## src/rtl/sram_mem_responder_pkg.sv

```systemverilog
// Shared types and constants for the MEM-stage SRAM responder.
// The state encoding is fixed at 3 bits with IDLE at zero so that reset lands in IDLE.
package sram_mem_responder_pkg;

    typedef enum logic [2:0] {
        ST_IDLE  = 3'd0,
        ST_RD_LO = 3'd1,
        ST_RD_HI = 3'd2,
        ST_WR_LO = 3'd3,
        ST_WR_HI = 3'd4,
        ST_DONE  = 3'd5
    } state_t;

    localparam logic [31:0] DEF_BASE_ADDR = 32'd1024;
    localparam int          HW_W          = 16;

endpackage

```

## src/rtl/sram_wait_counter.sv

```systemverilog
// Per-state wait-state counter; cleared on every state entry.
// o_pre_last lets the parent predict the counter's next-cycle value for its registered outputs.
module sram_wait_counter #(
    parameter int WAIT_CYCLES = 3
) (
    input  logic i_clk,
    input  logic i_rst,
    input  logic i_clear,
    input  logic i_tick,
    output logic o_last,
    output logic o_pre_last
);

    localparam logic [3:0] LAST_CNT     = 4'(WAIT_CYCLES - 1);
    localparam logic [3:0] PRE_LAST_CNT = 4'(WAIT_CYCLES - 2);

    logic [3:0] r_cnt;

    // Wait counter: clear wins over tick so a state entry always starts at zero.
    always_ff @(posedge i_clk) begin
        if (i_rst) begin
            r_cnt <= 4'd0;
        end else if (i_clear) begin
            r_cnt <= 4'd0;
        end else if (i_tick) begin
            r_cnt <= r_cnt + 4'd1;
        end else begin
            r_cnt <= r_cnt;
        end
    end

    assign o_last     = (r_cnt == LAST_CNT);
    assign o_pre_last = (r_cnt == PRE_LAST_CNT);

endmodule

```

## src/rtl/sram_mem_responder.sv

```systemverilog
// MEM-stage responder serving 32-bit word requests from a 16-bit async SRAM
// as two half-word accesses with programmable wait states.
module sram_mem_responder
    import sram_mem_responder_pkg::*;
#(
    parameter logic [31:0] BASE_ADDR   = DEF_BASE_ADDR,
    parameter int          SRAM_AW     = 18,
    parameter int          WAIT_CYCLES = 3
) (
    input  logic               clk,
    input  logic               rst,
    input  logic               rd_en,
    input  logic               wr_en,
    input  logic [31:0]        address,
    input  logic [31:0]        write_data,
    output logic [31:0]        read_data,
    output logic               ready,
    output logic [SRAM_AW-1:0] sram_addr,
    output logic [HW_W-1:0]    sram_dq_out,
    output logic               sram_dq_oe,
    input  logic [HW_W-1:0]    sram_dq_in,
    output logic               sram_we_n
);

    state_t             r_state;
    state_t             w_state_next;
    logic               w_last;
    logic               w_pre_last;
    logic               w_advance;
    logic               w_next_last;
    logic [31:0]        w_off;
    logic [SRAM_AW-2:0] w_wi;

    logic [31:0]        r_read_data;
    logic [SRAM_AW-1:0] r_sram_addr;
    logic [HW_W-1:0]    r_sram_dq_out;
    logic               r_sram_dq_oe;
    logic               r_sram_we_n;

    logic [31:0]        w_read_data_next;
    logic [SRAM_AW-1:0] w_addr_next;
    logic [HW_W-1:0]    w_dq_next;
    logic               w_oe_next;
    logic               w_we_n_next;

    // Out-of-range addresses simply wrap: the word index is truncated.
    assign w_off = address - BASE_ADDR;
    assign w_wi  = (SRAM_AW-1)'(w_off >> 2);

    sram_wait_counter #(
        .WAIT_CYCLES(WAIT_CYCLES)
    ) u_wait_counter (
        .i_clk      (clk),
        .i_rst      (rst),
        .i_clear    (w_advance),
        .i_tick     (r_state != ST_IDLE),
        .o_last     (w_last),
        .o_pre_last (w_pre_last)
    );

    // Next-state decode; write beats read when both are requested.
    always_comb begin
        w_state_next = r_state;
        case (r_state)
            ST_IDLE: begin
                if (wr_en) begin
                    w_state_next = ST_WR_LO;
                end else if (rd_en) begin
                    w_state_next = ST_RD_LO;
                end else begin
                    w_state_next = ST_IDLE;
                end
            end
            ST_RD_LO: w_state_next = w_last ? ST_RD_HI : ST_RD_LO;
            ST_RD_HI: w_state_next = w_last ? ST_DONE  : ST_RD_HI;
            ST_WR_LO: w_state_next = w_last ? ST_WR_HI : ST_WR_LO;
            ST_WR_HI: w_state_next = w_last ? ST_DONE  : ST_WR_HI;
            ST_DONE:  w_state_next = ST_IDLE;
            default:  w_state_next = ST_IDLE;
        endcase
    end

    assign w_advance   = (w_state_next != r_state);
    // Next cycle is the data-hold cycle when we stay put and the counter is one short of last.
    assign w_next_last = !w_advance && w_pre_last;

    // Output values for the coming cycle, derived from next state and next count.
    always_comb begin
        w_addr_next      = r_sram_addr;
        w_dq_next        = r_sram_dq_out;
        w_oe_next        = 1'b0;
        w_we_n_next      = 1'b1;
        w_read_data_next = r_read_data;
        case (w_state_next)
            ST_RD_LO: w_addr_next = {w_wi, 1'b0};
            ST_RD_HI: w_addr_next = {w_wi, 1'b1};
            ST_WR_LO: begin
                w_addr_next = {w_wi, 1'b0};
                w_dq_next   = write_data[15:0];
                w_oe_next   = 1'b1;
                w_we_n_next = w_next_last;
            end
            ST_WR_HI: begin
                w_addr_next = {w_wi, 1'b1};
                w_dq_next   = write_data[31:16];
                w_oe_next   = 1'b1;
                w_we_n_next = w_next_last;
            end
            default: begin
                w_addr_next = r_sram_addr;
            end
        endcase
        if (r_state == ST_RD_LO && w_last) begin
            w_read_data_next[15:0] = sram_dq_in;
        end else if (r_state == ST_RD_HI && w_last) begin
            w_read_data_next[31:16] = sram_dq_in;
        end else begin
            w_read_data_next = r_read_data;
        end
    end

    // State and registered SRAM/result outputs.
    always_ff @(posedge clk) begin
        if (rst) begin
            r_state       <= ST_IDLE;
            r_read_data   <= 32'd0;
            r_sram_addr   <= '0;
            r_sram_dq_out <= 16'd0;
            r_sram_dq_oe  <= 1'b0;
            r_sram_we_n   <= 1'b1;
        end else begin
            r_state       <= w_state_next;
            r_read_data   <= w_read_data_next;
            r_sram_addr   <= w_addr_next;
            r_sram_dq_out <= w_dq_next;
            r_sram_dq_oe  <= w_oe_next;
            r_sram_we_n   <= w_we_n_next;
        end
    end

    assign ready       = ((r_state == ST_IDLE) && !rd_en && !wr_en) || (r_state == ST_DONE);
    assign read_data   = r_read_data;
    assign sram_addr   = r_sram_addr;
    assign sram_dq_out = r_sram_dq_out;
    assign sram_dq_oe  = r_sram_dq_oe;
    assign sram_we_n   = r_sram_we_n;

endmodule
```

## config.mk

```make
export PLATFORM = sky130hd
export DESIGN_NAME = sram_mem_responder
export DESIGN_NICKNAME = d
export VERILOG_FILES = /design/src/rtl/sram_mem_responder_pkg.sv /design/src/rtl/sram_wait_counter.sv /design/src/rtl/sram_mem_responder.sv
export SDC_FILE = /design/constraint.sdc
export NUM_CORES = 1
export LEC_CHECK = 0
export BUFFER_PORTS_ARGS = -buffer_cell sky130_fd_sc_hd__buf_2
export CAP_MARGIN = 15
export CORE_UTILIZATION = 50
export CTS_CLUSTER_DIAMETER = 100
export DETAILED_ROUTE_END_ITERATION = 6
export GPL_TIMING_DRIVEN = 0
export PLACE_DENSITY = 0.89
export SLEW_MARGIN = 0
export SYNTH_ARGS = -nofsm -noshare
export SYNTH_HDL_FRONTEND = slang
export SYNTH_HIERARCHICAL = 1
export SYNTH_SLANG_ARGS = --single-unit
```

## constraint.sdc

```tcl
create_clock -name clk -period 6.2 [get_ports clk]
set_input_delay 0.31 -clock clk [delete_from_list [all_inputs] [get_ports clk]]
set_output_delay 0.31 -clock clk [all_outputs]
set_load 0.05 [all_outputs]
```

-- After elaboration in Yosys (flattened, before gate mapping)
Cells that the tools add are included.
- register bits after elaboration: 75
- input port bits: 84
- output and inout bits: 69
- logic and storage cells: 53
- $add $sub $neg: 2
- eq/ne operators: 12
- mux-type cells: 10
- bitwise gates (word level): 2
- reduce and logical (&&, ||, !) cells: 19
- operators by type and width (kind ; count):
    18-bit case mux with 2 select lines ; 1
    16-bit case mux with 2 select lines ; 1
    19-bit by 11-bit subtractor with 19-bit output, second input constant ; 1
    3-bit case mux with 5 select lines ; 1
    3-bit by 2-bit equality test with 1-bit output, second input constant ; 4
    2-bit OR reduction ; 5
    3-bit equality test, second input constant ; 3
    3-bit by 1-bit equality test with 1-bit output, second input constant ; 2
    3-bit 2-to-1 mux ; 2
    1-bit logical AND ; 5
    4-bit by 1-bit adder with 4-bit output, second input constant ; 1
    4-bit by 1-bit equality test with 1-bit output, second input constant ; 1
    4-bit by 2-bit equality test with 1-bit output, second input constant ; 1
    2-bit 2-to-1 mux ; 2
    2-bit nonzero test ; 2
    1-bit zero test ; 3
    3-bit zero test ; 1
    1-bit 2-to-1 mux ; 3
    3-bit inequality test ; 1
    3-bit nonzero test ; 1
    1-bit inverter ; 2
    2-bit AND reduction ; 1
    1-bit logical OR ; 1

-- Logic depth before layout (Yosys ltp)
- word-level depth: 7
- mapped depth: 10

-- By module
The synthesis kept the hierarchy.
- by module, submodules not included (module ; times used ; cells each ; area an instance (um^2)):
    sram_mem_responder ; 1 ; 367 ; 2959.1
    sram_wait_counter ; 1 ; 22 ; 221.5

-- Least setup slack after synthesis
Ideal clock, no wire load.
- kind: register -> register
- from: reg u_wait_counter.r_cnt[0]
- to: reg r_sram_we_n (netlist: sram_we_n)
- setup time: 133 ps
- arrival: 1988 ps
- slack: 4079 ps
- cell stages (with the launch flop): 11
- clock period less this slack: 2121 ps
- cell sequence: dfxtp_1 inv_1 ha_1 nor3b_1 buf_2 or4b_4 and2_1 buf_6 buf_6 a21oi_4 o21ai_1
- cells in the longest elaborated chain, start to end: 7
- RTL lines (item ; line ; RTL):
    from (decl) ; sram_wait_counter.sv:17 ; logic [3:0] r_cnt;
    from (signal assigned) ; sram_wait_counter.sv:26 ; r_cnt <= r_cnt + 4'd1;
    from (signal assigned) ; sram_wait_counter.sv:28 ; r_cnt <= r_cnt;
    4-bit by 2-bit equality test with 1-bit output (*) ; sram_wait_counter.sv:32 ; assign o_last = (r_cnt == LAST_CNT);
    named net w_last ; sram_mem_responder.sv:27 ; logic w_last;
    1-bit 2-to-1 mux (tied with other cells) ; sram_mem_responder.sv:77 ; ST_WR_HI: w_state_next = w_last ? ST_DONE : ST_WR_HI;
    3-bit case mux with 5 select lines (*) ; sram_mem_responder.sv:64 ; case (r_state)
    3-bit equality test or 3-bit by 2-bit equality test with 1-bit output (tied branches) ; sram_mem_responder.sv:94 ; case (w_state_next)
    2-bit OR reduction (no line) ; - ;
    1-bit inverter (no line) ; - ;
    2-bit OR reduction (no line) ; - ;
    to (signal assigned) ; sram_mem_responder.sv:137 ; r_sram_we_n <= w_we_n_next;
    to (decl) ; sram_mem_responder.sv:38 ; logic r_sram_we_n;
Mark *: on every way through the listed nets, which the timed path passes. The rest lies on a longest branch.
A chain may end at the register's enable or synchronous reset.

-- Worst setup path in the final report
- from: reg u_wait_counter.r_cnt[0]
- to: reg r_sram_addr[6] (netlist: sram_addr[6])
- cells in the longest elaborated chain, start to end: 6
- RTL lines (item ; line ; RTL):
    4-bit by 2-bit equality test with 1-bit output (*) ; sram_wait_counter.sv:32 ;
    named net w_last ; sram_mem_responder.sv:27 ;
    1-bit 2-to-1 mux (tied with other cells) ; sram_mem_responder.sv:77 ;
    3-bit case mux with 5 select lines (*) ; sram_mem_responder.sv:64 ;
    3-bit by 2-bit equality test with 1-bit output (tied with other cells) ; sram_mem_responder.sv:94 ;
    2-bit OR reduction (no line) ; - ;
    2-bit nonzero test (no line) (*) ; - ;
    to (signal assigned) ; sram_mem_responder.sv:134 ; r_sram_addr <= w_addr_next;
    to (decl) ; sram_mem_responder.sv:35 ; logic [SRAM_AW-1:0] r_sram_addr;
Marked as above.

==> impl_metrics.ini <==
[job]
drv_cap = 0

[worst_setup_path]
worst_path_max_delay_cell = a21oi_1
crit_buf_inv = 3
path_cells = inv_1 -> ha_1 -> nor3b_1 -> buf_2 -> nand2b_1 -> a21oi_1 -> clkbuf_1 -> o21ai_0 -> a21oi_1
worstSetupStartpointType = flop
end_kind = flop
path_common_cell = a21oi_1
path_depth = 9
worstPathRequired_ps = 6470
crit_type = reg -> reg
cp_top_family = compound AO/OA/AOI/OAI gates
cp_max_fo = 10
slowest_delay_ps = 540
r2r_cells = 9
worstPathArrival_ps = 2740

[detailed_routing]
wl_per_cell_um = 13.7
antenna_left = 0
wirelength_mm = 8.44
routed_via_density = 5.40
drc = 0
dr_total_vias = 3333
firstDrtPassIters = 5
drt_iter0_drc = 185

[sta]
whs_ps = 192
period_share_pct = 39.8
period_needed_ps = 2470
setup_violations = 0
tns_ps = 0
rsz0062_at_grt = false
drv_slew = 0
worst_pin_slew_ps = 753
clock.fmax_mhz = 406
slew_headroom_pct = 49.3
clock_skew_ps = 8.39
hold_viol = 0

[power_and_ir_drop]
power.density_nw_per_um2 = 380
p_leak_uw = 0.00186
total_power_uw = 1620
ir_drop_mv = 0.224

[outcome]
outcome = finished clean

[clocking]
cts_tree = yes
path_clk_slew_ps = 80
cts_root_buffer = clkbuf_8
numCtsBuffers = 9
cts_resized = 0
cts_setup_buffers = 0
htreeDepth = 3
hold_buffers = 0
clockBufferDepth = 2
clk_latency_ps = 340
cts_sinks = 75

[grt]
antenna_found_initial = 0
grt_pass1_wl_mm = 12.7
overflow = 0
grtUsageTotal_pct = 24.8
grt_pass1_vias = 2921
grt_max_degree = 14

[floorplanning]
die_w_um = 81.8
pin_count = 153
coreArea_um2 = 6030
die_y_um = 81.8
fp-row-count = 28
start_util_pct = 52.8
die-area_um2 = 6680

[synthesis]
synth_cell_type_count = 46
synth_top_cell_by_area = dfxtp_1
synth-warning-count = 6
synthesis.area_um2 = 3180
syn_inst = 389
synth_top_area_share_pct = 47.2
synth-main-ff-cell = dfxtp_1
synthArstFlopShare_pct = 0
synth-seq-cells = 75
ys_seq_area_share_pct = 47.2
syn_nets = 477
yosysMostFrequentCell = nand2_1
synth-edff-count = 0
synth_common_cells = nand2_1, dfxtp_1, a21oi_1
syn_avg_cell_area_um2 = 8.18
synth_area_leaders = dfxtp_1, nand2_1, a21oi_1

[placed_design]
dp_hpwl_mm = 6.18
place_congestion = 0.879
portBuffers = 137

[worst_hold_path]
whs_path_depth = 2
hp-class = in -> reg

[cells_and_area]
area_growth_pct = 33.8
regArea_um2 = 1500
fillers = 485
final_nets = 625
multi_input_area_um2 = 1510
antennaDiodeCount = 0
drive_gt1_share_pct = 31.5
==> kinds of logic after synthesis <==
logic type | after synthesis | synth area share, %
flops | 75 | 47.2
xor+xnor | 7 | 1.93
buf+inv | 35 | 5.39
fa+ha+maj | 4 | 1.57
simple gates | 168 | 23.6
mux | 2 | 0.669
compound gates | 98 | 19.6
==> power by group <==
part	total, µW	internal, µW	leakage [µW]	switching (µW)
Sequential	573	540	0.000614	32.6
Combinational	507	139	0.00110	367
Clock	540	361	0.000147	179
==> flip-flops by register name, summed over array words and instances (netlist names) <==
register / cells
sram_dq_oe: 1
sram_addr: 18
u_wait_counter/r_cnt: 4
sram_dq_out: 16
r_state: 3
read_data: 32
sram_we_n: 1
==> final cells by class <==
class	count	area share, %
multi-input combinational	279	35.4
sequential	75	35.3
timing repair buffer	137	16.1
clock inverter	6	3.73
buffer	28	3.41
clock buffer	10	3.23
tap	75	2.20
inverter	7	0.617
==> layout by cell type, fill, tap and decap left out, types with 2 or more instances in the layout <==
cell type	synthesis	layout
a211oi_1	5	5
nand3b_1	3	3
xor2_1	2	2
bufinv_16	0	5
buf_6	4	4
a21oi_1	50	50
clkbuf_1	17	17
nand3_1	11	11
o21ai_0	10	10
o31ai_1	5	5
nand2_1	97	97
ha_1	4	4
dfxtp_1	75	75
nand2_2	2	2
a21o_1	2	2
nor4_1	2	2
or3_1	2	2
nand2b_1	2	2
clkbuf_8	0	10
inv_1	7	7
xnor2_1	5	5
and2_1	2	2
nor3b_1	4	4
nor2_1	26	26
buf_2	5	142
nor3_1	9	9
a311oi_1	17	17
==> worst paths after layout <==
kind	slack, ps	startpoint	end
worst max register to register	3730	u_wait_counter/r_cnt[0]$_SDFFE_PP0P_	sram_addr[6]$_SDFFE_PP0P_
worst min register to register	450	read_data[3]$_SDFFE_PP0P_	read_data[3]$_SDFFE_PP0P_
worst max-delay path	3730	u_wait_counter/r_cnt[0]$_SDFFE_PP0P_	sram_addr[6]$_SDFFE_PP0P_
worst min-delay path	190	address[10]	sram_addr[9]$_SDFFE_PP0P_
==> stage by stage <==
step                      cell area [µm²]  cells  setup WS, ps  utilization [%]
after floorplan                      3180    389          4080                -
after global placement               3960    601          3880             65.7
after detailed placement             3960    601          3780             65.7
after CTS                            4260    617          3730             70.6
after global routing                 4260    617          3480             70.6
final                                4260    617          3730             70.6
==> per-layer routing <==
metal,GRT usage [%],vias to the layer above,part of all wire (%)
met5,0,-,0
met4,12.3,0,1.5
met3,5.44,11,7.3
met2,41.2,146,47
met1,30.1,1534,44
li1,-,1642,-
No activity file was read; power rests on OpenSTA's default activity.
